File: src/rtl/noc_local_egress_framer_pkg.sv
// Shared NoC egress definitions: field widths, header layout and framer FSM states.
package noc_pkg;

   localparam int BW      = 32;
   localparam int BWB     = BW / 8;
   localparam int XY_SZ   = 3;
   localparam int LEN_W   = 16;
   localparam int FIFO_AW = 4;
   localparam int RSVD_W  = BW - LEN_W - 4 * XY_SZ;

   // Field order, MSB first: len occupies [BW-1:BW-LEN_W], dest sits in the low bits.
   typedef struct packed {
      logic [LEN_W-1:0]   len;
      logic [RSVD_W-1:0]  rsvd;
      logic [2*XY_SZ-1:0] src;
      logic [2*XY_SZ-1:0] dest;
   } noc_hdr_t;

   typedef enum logic [1:0] {
      IDLE = 2'd0,
      HDR  = 2'd1,
      PAY  = 2'd2
   } egress_state_t;

endpackage

File: src/rtl/noc_local_egress_framer_if.sv
// Command, payload and outbound flit channels of the local egress framer.
// Every channel is valid/ready: a beat transfers on a clock edge where both are high;
// once valid is raised its payload stays stable until that transfer happens.
interface noc_local_egress_framer_if;
   import noc_pkg::*;

   logic                 cmd_valid;
   logic                 cmd_ready;
   logic [2*XY_SZ-1:0]   cmd_dest;
   logic [LEN_W-1:0]     cmd_len;

   logic                 pl_TVALID;
   logic [BW-1:0]        pl_TDATA;
   logic                 pl_TREADY;

   logic                 stream_out_TVALID;
   logic [BW-1:0]        stream_out_TDATA;
   logic [BWB-1:0]       stream_out_TKEEP;
   logic                 stream_out_TLAST;
   logic                 stream_out_TREADY;

   modport slave (
      input  cmd_valid, cmd_dest, cmd_len, pl_TVALID, pl_TDATA, stream_out_TREADY,
      output cmd_ready, pl_TREADY, stream_out_TVALID, stream_out_TDATA,
      output stream_out_TKEEP, stream_out_TLAST
   );

   modport master (
      output cmd_valid, cmd_dest, cmd_len, pl_TVALID, pl_TDATA, stream_out_TREADY,
      input  cmd_ready, pl_TREADY, stream_out_TVALID, stream_out_TDATA,
      input  stream_out_TKEEP, stream_out_TLAST
   );

endinterface

File: src/rtl/noc_local_egress_framer_sync_fifo_fwft.sv
// Single-clock first-word-fall-through FIFO; data_o shows the head whenever empty_o is low.
module sync_fifo_fwft #(
   parameter int WIDTH = 32,
   parameter int AW    = 4
) (
   input  logic             clk_i,
   input  logic             rst_ni,
   input  logic             push_i,
   input  logic [WIDTH-1:0] data_i,
   input  logic             pop_i,
   output logic [WIDTH-1:0] data_o,
   output logic             full_o,
   output logic             empty_o,
   output logic [AW:0]      count_o
);

   localparam int DEPTH = 2 ** AW;

   logic [WIDTH-1:0] mem_q [DEPTH];
   logic [AW:0]      wr_ptr_q, wr_ptr_d;
   logic [AW:0]      rd_ptr_q, rd_ptr_d;
   logic             do_push, do_pop;

   // Extra pointer bit distinguishes full from empty when the indices coincide.
   assign count_o = wr_ptr_q - rd_ptr_q;
   assign full_o  = (count_o == DEPTH[AW:0]);
   assign empty_o = (wr_ptr_q == rd_ptr_q);
   assign data_o  = mem_q[rd_ptr_q[AW-1:0]];

   assign do_push = push_i && !full_o;
   assign do_pop  = pop_i && !empty_o;

   always_comb begin
      wr_ptr_d = wr_ptr_q;
      rd_ptr_d = rd_ptr_q;
      if (do_push) wr_ptr_d = wr_ptr_q + 1'b1;
      if (do_pop)  rd_ptr_d = rd_ptr_q + 1'b1;
   end

   always_ff @(posedge clk_i or negedge rst_ni) begin
      if (!rst_ni) begin
         wr_ptr_q <= '0;
         rd_ptr_q <= '0;
      end else begin
         wr_ptr_q <= wr_ptr_d;
         rd_ptr_q <= rd_ptr_d;
      end
   end

   always_ff @(posedge clk_i) begin
      if (do_push) mem_q[wr_ptr_q[AW-1:0]] <= data_i;
   end

endmodule

File: src/rtl/noc_local_egress_framer.sv
// Frames buffered accelerator payload into NoC packets: one header flit, then len payload flits.
module noc_local_egress_framer
   import noc_pkg::*;
(
   input  logic                  clk_line,
   input  logic                  clk_line_rst_low,
   input  logic [2*XY_SZ-1:0]    HsrcId,
   noc_local_egress_framer_if.slave bus,
   output logic                  busy,
   output logic [31:0]           pkt_count,
   output egress_state_t         state_dbg_o,
   output logic [FIFO_AW:0]      fifo_count_dbg_o
);

   egress_state_t    state_q, state_d;
   noc_hdr_t         hdr_q, hdr_d;
   logic [LEN_W-1:0] rem_q, rem_d;
   logic [31:0]      pkt_cnt_q, pkt_cnt_d;
   logic             en_q;

   logic             fifo_full, fifo_empty, fifo_pop, fifo_push;
   logic [BW-1:0]    fifo_head;
   logic             cmd_rdy, out_valid, out_last;
   logic [BW-1:0]    out_data;

   // en_q keeps the ready outputs low while reset is held and for the first edge after release.
   assign bus.pl_TREADY = en_q && !fifo_full;
   assign fifo_push     = bus.pl_TVALID && bus.pl_TREADY;

   sync_fifo_fwft #(.WIDTH(BW), .AW(FIFO_AW)) u_fifo (
      .clk_i   (clk_line),
      .rst_ni  (clk_line_rst_low),
      .push_i  (fifo_push),
      .data_i  (bus.pl_TDATA),
      .pop_i   (fifo_pop),
      .data_o  (fifo_head),
      .full_o  (fifo_full),
      .empty_o (fifo_empty),
      .count_o (fifo_count_dbg_o)
   );

   always_comb begin
      state_d   = state_q;
      hdr_d     = hdr_q;
      rem_d     = rem_q;
      pkt_cnt_d = pkt_cnt_q;
      cmd_rdy   = 1'b0;
      out_valid = 1'b0;
      out_last  = 1'b0;
      out_data  = '0;
      fifo_pop  = 1'b0;
      unique case (state_q)
         IDLE: begin
            cmd_rdy = en_q;
            if (bus.cmd_valid && en_q) begin
               hdr_d   = '{len: bus.cmd_len, rsvd: '0, src: HsrcId, dest: bus.cmd_dest};
               state_d = HDR;
            end
         end
         HDR: begin
            out_valid = 1'b1;
            out_data  = hdr_q;
            out_last  = (hdr_q.len == '0);
            if (bus.stream_out_TREADY) begin
               if (hdr_q.len == '0) begin
                  state_d   = IDLE;
                  pkt_cnt_d = pkt_cnt_q + 32'd1;
               end else begin
                  rem_d   = hdr_q.len;
                  state_d = PAY;
               end
            end
         end
         PAY: begin
            out_valid = !fifo_empty;
            out_data  = fifo_empty ? '0 : fifo_head;
            out_last  = !fifo_empty && (rem_q == LEN_W'(1));
            if (out_valid && bus.stream_out_TREADY) begin
               fifo_pop = 1'b1;
               rem_d    = rem_q - 1'b1;
               if (rem_q == LEN_W'(1)) begin
                  state_d   = IDLE;
                  pkt_cnt_d = pkt_cnt_q + 32'd1;
               end
            end
         end
         default: state_d = IDLE;
      endcase
   end

   always_ff @(posedge clk_line or negedge clk_line_rst_low) begin
      if (!clk_line_rst_low) begin
         state_q   <= IDLE;
         hdr_q     <= '0;
         rem_q     <= '0;
         pkt_cnt_q <= '0;
         en_q      <= 1'b0;
      end else begin
         state_q   <= state_d;
         hdr_q     <= hdr_d;
         rem_q     <= rem_d;
         pkt_cnt_q <= pkt_cnt_d;
         en_q      <= 1'b1;
      end
   end

   assign bus.cmd_ready         = cmd_rdy;
   assign bus.stream_out_TVALID = out_valid;
   assign bus.stream_out_TDATA  = out_data;
   assign bus.stream_out_TLAST  = out_last;
   assign bus.stream_out_TKEEP  = {BWB{out_valid}};
   assign busy                  = (state_q != IDLE);
   assign pkt_count             = pkt_cnt_q;
   assign state_dbg_o           = state_q;

endmodule

File: src/flat_wrapper.sv
// flat-port wrapper written by rule: the top's interface ports become plain ports
module noc_local_egress_framer_flat import noc_pkg::*;
  (clk_line, clk_line_rst_low, HsrcId, busy, pkt_count, state_dbg_o, fifo_count_dbg_o, bus_cmd_valid, bus_cmd_dest, bus_cmd_len, bus_pl_TVALID, bus_pl_TDATA, bus_stream_out_TREADY, bus_cmd_ready, bus_pl_TREADY, bus_stream_out_TVALID, bus_stream_out_TDATA, bus_stream_out_TKEEP, bus_stream_out_TLAST);
  noc_local_egress_framer_if bus_i ();
  input  logic clk_line;
  input  logic clk_line_rst_low;
  input  logic [2*XY_SZ-1:0] HsrcId;
  output logic busy;
  output logic [31:0] pkt_count;
  output egress_state_t state_dbg_o;
  output logic [FIFO_AW:0] fifo_count_dbg_o;
  input wire logic [$bits(bus_i.cmd_valid)-1:0] bus_cmd_valid;
  input wire logic [$bits(bus_i.cmd_dest)-1:0] bus_cmd_dest;
  input wire logic [$bits(bus_i.cmd_len)-1:0] bus_cmd_len;
  input wire logic [$bits(bus_i.pl_TVALID)-1:0] bus_pl_TVALID;
  input wire logic [$bits(bus_i.pl_TDATA)-1:0] bus_pl_TDATA;
  input wire logic [$bits(bus_i.stream_out_TREADY)-1:0] bus_stream_out_TREADY;
  output wire logic [$bits(bus_i.cmd_ready)-1:0] bus_cmd_ready;
  output wire logic [$bits(bus_i.pl_TREADY)-1:0] bus_pl_TREADY;
  output wire logic [$bits(bus_i.stream_out_TVALID)-1:0] bus_stream_out_TVALID;
  output wire logic [$bits(bus_i.stream_out_TDATA)-1:0] bus_stream_out_TDATA;
  output wire logic [$bits(bus_i.stream_out_TKEEP)-1:0] bus_stream_out_TKEEP;
  output wire logic [$bits(bus_i.stream_out_TLAST)-1:0] bus_stream_out_TLAST;
  assign bus_i.cmd_valid = bus_cmd_valid;
  assign bus_i.cmd_dest = bus_cmd_dest;
  assign bus_i.cmd_len = bus_cmd_len;
  assign bus_i.pl_TVALID = bus_pl_TVALID;
  assign bus_i.pl_TDATA = bus_pl_TDATA;
  assign bus_i.stream_out_TREADY = bus_stream_out_TREADY;
  assign bus_cmd_ready = bus_i.cmd_ready;
  assign bus_pl_TREADY = bus_i.pl_TREADY;
  assign bus_stream_out_TVALID = bus_i.stream_out_TVALID;
  assign bus_stream_out_TDATA = bus_i.stream_out_TDATA;
  assign bus_stream_out_TKEEP = bus_i.stream_out_TKEEP;
  assign bus_stream_out_TLAST = bus_i.stream_out_TLAST;
  noc_local_egress_framer u_core (.clk_line(clk_line), .clk_line_rst_low(clk_line_rst_low), .HsrcId(HsrcId), .bus(bus_i), .busy(busy), .pkt_count(pkt_count), .state_dbg_o(state_dbg_o), .fifo_count_dbg_o(fifo_count_dbg_o));
endmodule
File: config.mk
export PLATFORM = sky130hd
export DESIGN_NAME = noc_local_egress_framer_flat
export DESIGN_NICKNAME = d
export VERILOG_FILES = /design/src/rtl/noc_local_egress_framer_pkg.sv /design/src/rtl/noc_local_egress_framer_if.sv /design/src/rtl/noc_local_egress_framer_sync_fifo_fwft.sv /design/src/rtl/noc_local_egress_framer.sv /design/src/flat_wrapper.sv
export SDC_FILE = /design/constraint.sdc
export NUM_CORES = 1
export LEC_CHECK = 0
export BUFFER_PORTS_ARGS = -buffer_cell sky130_fd_sc_hd__buf_2
export CORE_MARGIN = 2
export CORE_UTILIZATION = 35
export DETAILED_ROUTE_END_ITERATION = 8
export RECOVER_POWER = 50
export SYNTH_ARGS = -nofsm -noshare
export SYNTH_HDL_FRONTEND = slang
export SYNTH_SLANG_ARGS = --single-unit
File: constraint.sdc
create_clock -name clk_line -period 13.45 [get_ports clk_line]
set_clock_uncertainty 0.05 [all_clocks]
set_input_delay 1.345 -clock clk_line [delete_from_list [all_inputs] [get_ports clk_line]]
set_output_delay 1.345 -clock clk_line [all_outputs]
set_load 0.05 [all_outputs]
Word-level counts from Yosys, hierarchy flattened

Memories as Yosys holds them, arrays and structs flattened.
Index checks and enable logic that the tools add are counted.

Register bits after elaboration: 89
RAM bits: 512
Input bits: 65
Output and inout port bits: 80
Word-level logic and storage cells: 67
Memories kept: 1

Memories:

| name                | depth | bits a word | read ports | clocked after Yosys merged registers in | wr ports | line                                         | text |
|---|---|---|---|---|---|---|---|
| u_core.u_fifo.mem_q | 16    | 32          | 1          | 0                                       | 1        | noc_local_egress_framer_sync_fifo_fwft.sv:19 | `logic [WIDTH-1:0] mem_q [DEPTH];` |

Add/subtract/negate cells: 5
Equality and inequality tests: 11
Multiplexer cells: 24
Reductions and logical operators: 17

Operators with widths:

| kind                    | number |
|---|---|
| $mux W32                | 5 |
| $pmux W32 S2            | 2 |
| $mux W16                | 3 |
| $add A32 B1 Y32 const B | 1 |
| $pmux W16 S2            | 1 |
| $eq A16 B1 Y1 const B   | 1 |
| $logic_not A16 Y1       | 1 |
| $sub A16 B1 Y16 const B | 1 |
| $add A5 B1 Y5 const B   | 2 |
| $mux W2                 | 5 |
| $ne A2 B1 Y1 const B    | 4 |
| $reduce_and A4 Y1       | 2 |
| $logic_and A1 B1 Y1     | 7 |
| $pmux W2 S3             | 1 |
| $eq A5 B5 Y1            | 1 |
| $eq A5 B5 Y1 const B    | 1 |
| $mux W1                 | 5 |
| $reduce_and A5 Y1       | 1 |
| $sub A5 B5 Y5           | 1 |
| $ne A2 B2 Y1 const B    | 2 |
| $pmux W1 S2             | 2 |
| $reduce_bool A2 Y1      | 2 |
| $eq A2 B1 Y1 const B    | 1 |
| $eq A2 B2 Y1 const B    | 1 |
| other kinds (3)         | 4 |

Longest topological paths before layout

Gate-level depths: netlist of the first run.

Depth after elaboration: 8
Depth in mapped cells: 11
Gate-level depth less buffers: 9

Cells and area by module

Synthesis of the first run repeated with hierarchy kept, for this count alone.

Cells, all modules: 1387
Area total of the unflattened synthesis: 24588.6 um^2

Modules (own cells, without submodules):

| module                  | instances | cells each | area an instance (um^2) | sequential area each (um^2) |
|---|---|---|---|---|
| sync_fifo_fwft          | 1         | 967        | 20176.9                 | 15625.0 |
| noc_local_egress_framer | 1         | 420        | 4411.7                  | 1976.9 |

Worst setup path before layout of the first run

No wires, ideal clock.

Path type: flip-flop to flip-flop
From: register u_core.u_fifo.rd_ptr_q[2]
To: memory u_core.u_fifo.mem_q[11][0], enable pin
Setup time: 468 ps
Arrival time: 5525 ps
Data required time: 12932 ps
Slack: 7407 ps
Stages on the path, launching flop included: 11
Path buffers: 2
Clock period less this slack: 6043 ps
Cell sequence: dfrtp_1 clkbuf_1 buf_1 inv_1 ha_1 xnor2_1 nor3_2 or4b_4 a211oi_4 or3b_1 nor3b_1

Cells in the longest elaborated chain, start to end: 8

Ends and longest elaborated chain:

| item                              | line                                                                        | text |
|---|---|---|
| start, declared                   | noc_local_egress_framer_sync_fifo_fwft.sv:21                                | `logic [AW:0] rd_ptr_q, rd_ptr_d;` |
| start signal, assigned            | noc_local_egress_framer_sync_fifo_fwft.sv:46                                | `rd_ptr_q <= rd_ptr_d;` |
| $sub A5 B5 Y5 (*)                 | noc_local_egress_framer_sync_fifo_fwft.sv:25                                | `assign count_o = wr_ptr_q - rd_ptr_q;` |
| net fifo_count_dbg_o[2]           | flat_wrapper.sv:11                                                          | `output logic [FIFO_AW:0] fifo_count_dbg_o;` |
| $eq A5 B5 Y1 (*)                  | noc_local_egress_framer_sync_fifo_fwft.sv:26                                | `assign full_o = (count_o == DEPTH[AW:0]);` |
| $logic_not A1 Y1 (*)              | noc_local_egress_framer_sync_fifo_fwft.sv:30, noc_local_egress_framer.sv:27 |  |
| $logic_and A1 B1 Y1               | noc_local_egress_framer.sv:27                                               | `assign bus.pl_TREADY = en_q && !fifo_full;` |
| $logic_and A1 B1 Y1               | noc_local_egress_framer.sv:28                                               | `assign fifo_push = bus.pl_TVALID && bus.pl_TREADY;` |
| $logic_and A1 B1 Y1 (*)           | noc_local_egress_framer_sync_fifo_fwft.sv:30                                | `assign do_push = push_i && !full_o;` |
| $mux W1 (*)                       | noc_local_egress_framer_sync_fifo_fwft.sv:51                                | `if (do_push) mem_q[wr_ptr_q[AW-1:0]] <= data_i;` |
| $mux W1 (implied by the code) (*) | noc_local_egress_framer_sync_fifo_fwft.sv:51                                |  |
| end, declared                     | noc_local_egress_framer_sync_fifo_fwft.sv:19                                |  |

The timed path passes the listed nets; every way through them passes the cells marked *.

==> results.sh, run 1 <==
export IMPL_clock_latency_ns=0.63
export IMPL_worstPathMaxFanout=55
export IMPL_slowest_stage="clkbuf_1"
export IMPL_power_density_nw_per_um2=211.6
export IMPL_violations="max-capacitance violations, max-slew violations"
export IMPL_synthTopCellsByCount="512 x edfxtp_1, 160 x mux4_2, 89 x dfrtp_1, 55 x nand2_1, 51 x inv_1"
export IMPL_synth_edf_count=512
export IMPL_cpLargestDelayFamily="buffers and inverters"
export IMPL_cts_sinks=601
export IMPL_dieArea_um2=71360
export IMPL_drt_initial_drc_count=1204
export IMPL_ys_seq_elements=601
export IMPL_synth_top_area_share_pct=63.44
export IMPL_worst_ep_required_time_ns=12.73
export IMPL_cap_violations=3
export IMPL_synthTopCellsByArea="edfxtp_1 63%, mux4_2 15%, dfrtp_1 9.2%"
export IMPL_crit_top_cell="clkbuf_1"
export IMPL_p_sw_share_pct=33.55
export IMPL_antenna_found_initial=6
export IMPL_ys_seq_area_share_pct=72.63
export IMPL_drc=0
export IMPL_finalSetupViolCount=0
export IMPL_drive_gt1_share_pct=30.85
export IMPL_finalHoldViolCount=0
export IMPL_post_cts_setup_buffer_count=0
export IMPL_netlist_area_um2=24230
export IMPL_ys_warn_count=0
export IMPL_slowest_delay_ns=2.72
export IMPL_switchingPower_uw=1993
export IMPL_synthCells=1248
export IMPL_initial_utilization_pct=35.33
export IMPL_slew_headroom_pct=-149.4
export IMPL_vias=12520
export IMPL_antennaDiodeCount=0
export IMPL_vdd_drop_max_mv=0.1271
export IMPL_yosys_cell_count_top_type="edfxtp_1"
export IMPL_path_cells="clkbuf_1, clkbuf_1"
export IMPL_clk_path_buf_depth=3
export IMPL_clk_pin_slew_ns=0.06
export IMPL_cts_hold_fix_buffers=0
export IMPL_worstMarginPinSlew_ns=3.741
export IMPL_fin_crit_sh_pct=46.46
export IMPL_timing_setup_tns_ns=0
export IMPL_synth_nets=1329
export IMPL_period_minus_slack_ns=6.248
export IMPL_h_tree_depth=2
export IMPL_start_kind="primary input"
export IMPL_synth_distinct_cells=58
export IMPL_fmax_mhz=160.0
export IMPL_ant_nets=0
export IMPL_grt_pass1_wl_mm=86.42
export IMPL_async_reset_ff_share_pct=14.81
export IMPL_dp_hpwl_mm=32.61
export IMPL_grt_pass1_vias=12799
export IMPL_cts_resized=0
export IMPL_reg2reg_setup_slack_ns=9.17
export IMPL_num_fill_cells=6112
export IMPL_cts_root_buf="clkbuf_16"
export IMPL_die_h_um=267.1
export IMPL_pin_count=145
export IMPL_worstPathArrival_ns=5.53
export IMPL_drt_wl_total_mm=58.86
export IMPL_fp_row_count=96
export IMPL_syn2layout_area_growth_pct=15.88
export IMPL_crit_path_end_kind="async pin"
export IMPL_synth_top_flop_cell="edfxtp_1"
export IMPL_core_region_area_um2=68590
export IMPL_power_share_combinational_pct=30.7
export IMPL_first_pass_iters=5
export IMPL_avgSynthCellArea_um2=19.42
export IMPL_cts_tree="done"
export IMPL_synth_largest_area_cell="edfxtp_1"
export IMPL_status="finished, violations left"
export IMPL_final_nets=1504
export IMPL_p_int_uw=3948
export IMPL_power_share_clock_pct=28.4
export IMPL_viasPerCell=5.204
export IMPL_port_buffers=144
export IMPL_grt_ovfl_total=0
export IMPL_criticalPathCategory="in -> async"
export IMPL_grt_total_usage_pct=16.69
export IMPL_grt_max_degree=68
export IMPL_slew_viol_final=121
export IMPL_fin_total_pwr_uw=5941
export IMPL_cts_buffers=60
export IMPL_hold_class="reg -> reg"
export IMPL_p_leak_uw=0.009653
export IMPL_rsz0062_at_grt="false"
export IMPL_seqPwrFrac_pct=40.9
export IMPL_wl_per_cell_um=24.46
export IMPL_die_w_um=267.1
export IMPL_worst_path_buf_inv=2
export IMPL_place_gp_congestion=0.7780
kinds of logic after synthesis:
logic type                 count (synthesis)  share of synthesized area (%)
DFF                                      601                          72.63
buffers and inverters                    110                          1.853
AOI/OAI and AO/OA                         88                          2.179
and+or+nand+nor                          194                          4.435
xor gates and xnor gates                  42                          1.518
muxes                                    196                          16.51
adders and majority gates                 16                         0.8570
other                                      1                        0.01547
metrics by stage:
stage          setup WS (ns)  cell area [µm²]  utilization, %  std cells  hold WS, ns
6_report               7.202            28080           40.94       2406       0.4186
5_1_grt                6.122            28080           40.94       2406       0.4468
4_1_cts                7.662            28150           41.04       2406       0.4194
3_5_place_dp           8.325            26130           38.10       2292       0.4117
3_3_place_gp           8.378            26130           38.10       2292       0.4074
2_1_floorplan          7.407            24230               -       1248       0.4107
per-layer routing:
metal | up-vias | track usage (%) | wire, µm
met2 | 407 | 26.70 | 27880
met4 | 8 | 4.312 | 1102
met5 | - | 0 | 45
li1 | 5347 | - | -
met3 | 87 | 3.034 | 3691
met1 | 6671 | 23.61 | 26140
flip-flops by register name (all words and copies together) (netlist names):
signal,flops
u_core.u_fifo.rd_ptr_q,5
u_core.state_dbg_o,2
u_core.hdr_q,28
u_core.u_fifo.wr_ptr_q,5
u_core.rem_q,16
u_core.u_fifo.mem_q,512
u_core.en_q,1
u_core.pkt_count,32
power groups by stage:
stage	logic (µW)	clock network, µW	registers, µW
floorplan	1420	0	2360
global placement	1830	0	2470
detailed placement	1850	0	2470
CTS	1850	1720	2430
global route	1960	1800	2460
finish	1820	1690	2430
path summary, 6_finish.rpt:
path / endpoint / start / depth (start not counted)
max: u_core.u_fifo.rd_ptr_q[0]$_DFFE_PN0P_ / clk_line_rst_low / 2
min: u_core.pkt_count[31]$_DFFE_PN0P_ / u_core.pkt_count[31]$_DFFE_PN0P_ / 1
max reg2reg: u_core.u_fifo.mem_q[4][13]$_DFFE_PP_ / u_core.u_fifo.rd_ptr_q[1]$_DFFE_PN0P_ / 9
min reg2reg: u_core.pkt_count[31]$_DFFE_PN0P_ / u_core.pkt_count[31]$_DFFE_PN0P_ / 1
max in group clk_line: bus_stream_out_TDATA[18] / u_core.u_fifo.rd_ptr_q[1]$_DFFE_PN0P_ / 6
min in group asynchronous: u_core.pkt_count[23]$_DFFE_PN0P_ / clk_line_rst_low / 1
layout make-up:
type	count	area, µm²	area share, %
clock inverters	37	396.6	1.412
repair buffers	170	853.3	3.039
clock buffers	77	1617	5.757
inverters	53	198.9	0.7084
well taps	931	1165	4.148
multi-input cells	537	6241	22.22
flip-flops and latches	601	17610	62.71
cells in the final DEF, fill, tap and decap left out, types with 4 or more instances in the layout:
cell type,n
edfxtp_1,512
mux4_2,160
buf_2,100
dfrtp_1,86
clkbuf_16,61
clkbuf_1,59
nand2_1,55
inv_1,51
o21ai_0,47
nor2_1,28
mux2_2,28
buf_4,24
xor2_1,23
xnor2_1,19
nand3_1,19
ha_1,15
a21oi_1,14
and3_2,12
clkinv_2,11
nor3_1,10
nor2b_1,9
nor3_2,9
nand4_1,8
o22ai_1,8
nor4_1,7
clkinvlp_4,7
and3_1,6
clkinv_1,6
mux2i_1,6
bufinv_16,6
a22oi_1,5
nand4_2,4
clkinv_4,4
Power figures use the tool's default switching activity.
==> run 2: changes to the inputs <==
- ABC_AREA: unset -> 1
- clock period: 13.45 -> 5.8 ns (I/O delays scaled with it)
==> run 2 against run 1 <==
Compared with the run above: the flow still finishes with violations (max-capacitance violations, max-slew violations); final area rose by 7.3%; synthesized cell count is 110% higher; synthesized area grew 8.7%; die area is 8.6% higher; count of clock-buffer cells in the layout up 13; sequential power is 120% higher; setup slack got worse by 6.0 ns; critical endpoint is now bus_stream_out_TDATA[21].
==> results.sh, run 2 <==
export IMPL_slowest_delay_ns=0.80
export IMPL_fmax_mhz=218.3
export IMPL_dp_hpwl_mm=42.20
export IMPL_num_fill_cells=7142
export IMPL_syn2layout_area_growth_pct=14.40
export IMPL_post_cts_setup_buffer_count=0
export IMPL_start_kind="flip-flop"
export IMPL_cts_buffers=68
export IMPL_clk_path_buf_depth=3
export IMPL_netlist_area_um2=26340
export IMPL_cts_hold_fix_buffers=0
export IMPL_synth_largest_area_cell="edfxtp_1"
export IMPL_synthCells=2563
export IMPL_grt_ovfl_total=0
export IMPL_final_nets=2763
export IMPL_port_buffers=144
export IMPL_synth_top_area_share_pct=58.36
export IMPL_fp_row_count=100
export IMPL_criticalPathCategory="reg -> out"
export IMPL_clk_pin_slew_ns=0.06
export IMPL_status="finished, violations left"
export IMPL_cts_resized=0
export IMPL_die_h_um=278.4
export IMPL_yosys_cell_count_top_type="nor2_1"
export IMPL_final_area_um2=30140
export IMPL_post_dp_cell_area_um2=28010
export IMPL_violations="max-capacitance violations, max-slew violations"
export IMPL_finalHoldViolCount=0
export IMPL_ys_warn_count=0
export IMPL_viasPerCell=4.929
export IMPL_ys_seq_area_share_pct=66.82
export IMPL_cts_tree="done"
export IMPL_grt_pass1_wl_mm=105.4
export IMPL_synth_edf_count=512
export IMPL_holdWs_ns=0.1561
export IMPL_fin_total_pwr_uw=15310
export IMPL_wl_per_cell_um=18.81
export IMPL_synth_nets=2644
export IMPL_grt_total_usage_pct=17.78
export IMPL_cap_violations=2
export IMPL_slew_headroom_pct=-125.9
export IMPL_crit_path_end_kind="output port"
export IMPL_avgSynthCellArea_um2=10.28
export IMPL_finalSetupViolCount=0
export IMPL_grt_pass1_vias=17633
export IMPL_worstPathMaxFanout=47
export IMPL_layout_cells_most_common_list="594 x nor2_1, 561 x nand2_1, 512 x edfxtp_1, 257 x o21ai_0, 145 x nand3_1"
export IMPL_die_w_um=278.4
export IMPL_drt_initial_drc_count=1441
export IMPL_drt_wl_total_mm=69.67
export IMPL_async_reset_ff_share_pct=14.81
export IMPL_synth_distinct_cells=37
export IMPL_vdd_drop_max_mv=0.2415
export IMPL_place_gp_congestion=0.8635
export IMPL_path_cells="inv_4, ha_1, nand2_1, nor2_1, nand2_1, nand3_1, inv_2, nand2_1, nand2_1, buf_2"
export IMPL_power_density_nw_per_um2=507.9
export IMPL_fin_crit_sh_pct=79.00
export IMPL_cts_sinks=601
export IMPL_initial_utilization_pct=35.39
export IMPL_dieArea_um2=77480
export IMPL_drive_gt1_share_pct=9.766
export IMPL_rsz0062_at_grt="false"
export IMPL_timing_setup_tns_ns=0
export IMPL_vias=18258
export IMPL_p_leak_uw=0.01131
export IMPL_synth_top_flop_cell="edfxtp_1"
export IMPL_first_pass_iters=5
export IMPL_grt_max_degree=136
export IMPL_drc=0
export IMPL_slew_viol_final=93
export IMPL_ant_nets=0
export IMPL_worstMarginPinSlew_ns=3.389
export IMPL_final_common_cell="nor2_1"
export IMPL_period_minus_slack_ns=4.582
export IMPL_hold_class="in -> reg"
export IMPL_pin_count=145
export IMPL_cts_root_buf="clkbuf_16"
export IMPL_synthTopCellsByCount="611 x nor2_1, 560 x nand2_1, 512 x edfxtp_1, 257 x o21ai_0, 146 x nand3_1"
export IMPL_synthTopCellsByArea="edfxtp_1 58%, nor2_1 8.7%, dfrtp_1 8.5%"
export IMPL_largest_reg_flops=512
export IMPL_clock_latency_ns=0.59
export IMPL_core_region_area_um2=74450
export IMPL_ys_seq_elements=601
export IMPL_h_tree_depth=3
export IMPL_worst_ep_required_time_ns=5.17
export IMPL_antenna_found_initial=1
export IMPL_worstPathArrival_ns=3.95
export IMPL_slowest_stage="dfrtp_4"
export IMPL_crit_top_cell="nand2_1"
run 2: cell types whose count changed after synthesis, sizes merged, moves of 12 or more:
| cell | delta |
|---|---|
| o21ai | +245 |
| xnor2 | -12 |
| nand3 | +125 |
| nor3 | -16 |
| nand2 | +507 |
| buf | +54 |
| clkbuf | +20 |
| nor2 | +588 |
| mux4 | -160 |
| and3 | -18 |
| inv | +40 |
| nand3b | +18 |
run 2: worst paths after layout:
check	start	endpoint	slack, ns	cells after the start
setup / recovery	u_core.u_fifo.rd_ptr_q[1]$_DFFE_PN0P_	bus_stream_out_TDATA[21]	1.22	10
hold / removal	bus_cmd_len[1]	u_core.hdr_q[17]$_DFFE_PN0P_	0.16	2
setup reg to reg	u_core.u_fifo.rd_ptr_q[1]$_DFFE_PN0P_	u_core.u_fifo.mem_q[2][3]$_DFFE_PP_	1.97	11
hold reg to reg	u_core.hdr_q[1]$_DFFE_PN0P_	u_core.hdr_q[1]$_DFFE_PN0P_	0.45	1
max in group asynchronous	clk_line_rst_low	u_core.u_fifo.rd_ptr_q[0]$_DFFE_PN0P_	2.23	1
min in group asynchronous	clk_line_rst_low	u_core.hdr_q[30]$_DFFE_PN0P_	1.06	1
run 2: logic make-up after synthesis:
| family | share of synthesized area, % |
|---|---|
| simple gates | 20.59 |
| flops | 66.82 |
| compound gates | 6.198 |
| buf+inv | 3.980 |
| xor+xnor | 0.7979 |
| mux | 0.8122 |
| fa+ha+maj | 0.7884 |
| other cells | 0.01423 |
run 2: metrics by stage:
stage                     util (%)  worst slack, ns  instances
after floorplan                  -            1.277       2563
after global placement       37.62            1.886       3581
after detailed placement     37.62            1.834       3581
after CTS                    40.60            1.179       3703
after global routing         40.48            1.002       3704
final                        40.48            1.218       3704
run 2: area by class of cell:
class | instances | area (µm²) | area share, %
diodes | 1 | 2.502 | 0.008304
clock buffers | 90 | 1846 | 6.124
clock inverters | 32 | 369.1 | 1.225
inverters | 92 | 352.8 | 1.171
multi-input cells | 1739 | 7824 | 25.96
flip-flops and latches | 601 | 17610 | 58.44
well taps | 969 | 1212 | 4.023
repair buffers | 180 | 919.6 | 3.052
run 2: where the power goes:
| group | switching, µW | internal (µW) |
|---|---|---|
| Combinational | 4160 | 1450 |
| Sequential | 342 | 5070 |
| Clock | 1720 | 2560 |
| Total | 6220 | 9080 |
run 2: worst max-delay path: cells and delay by family, from the launching register on:
family,cells,cell delay (ns)
adders and majority gates,1,0.39
buffers and inverters,3,1.25
DFF,1,0.80
and+or+nand+nor,6,0.87
run 2: routing by layer:
metal | track usage, % | wire length (µm) | vias to the layer above
met3 | 3.240 | 4174 | 89
met4 | 5.752 | 1535 | 0
met5 | 0 | 0 | -
met2 | 29.06 | 32460 | 531
met1 | 23.96 | 31500 | 8767
li1 | - | - | 8871
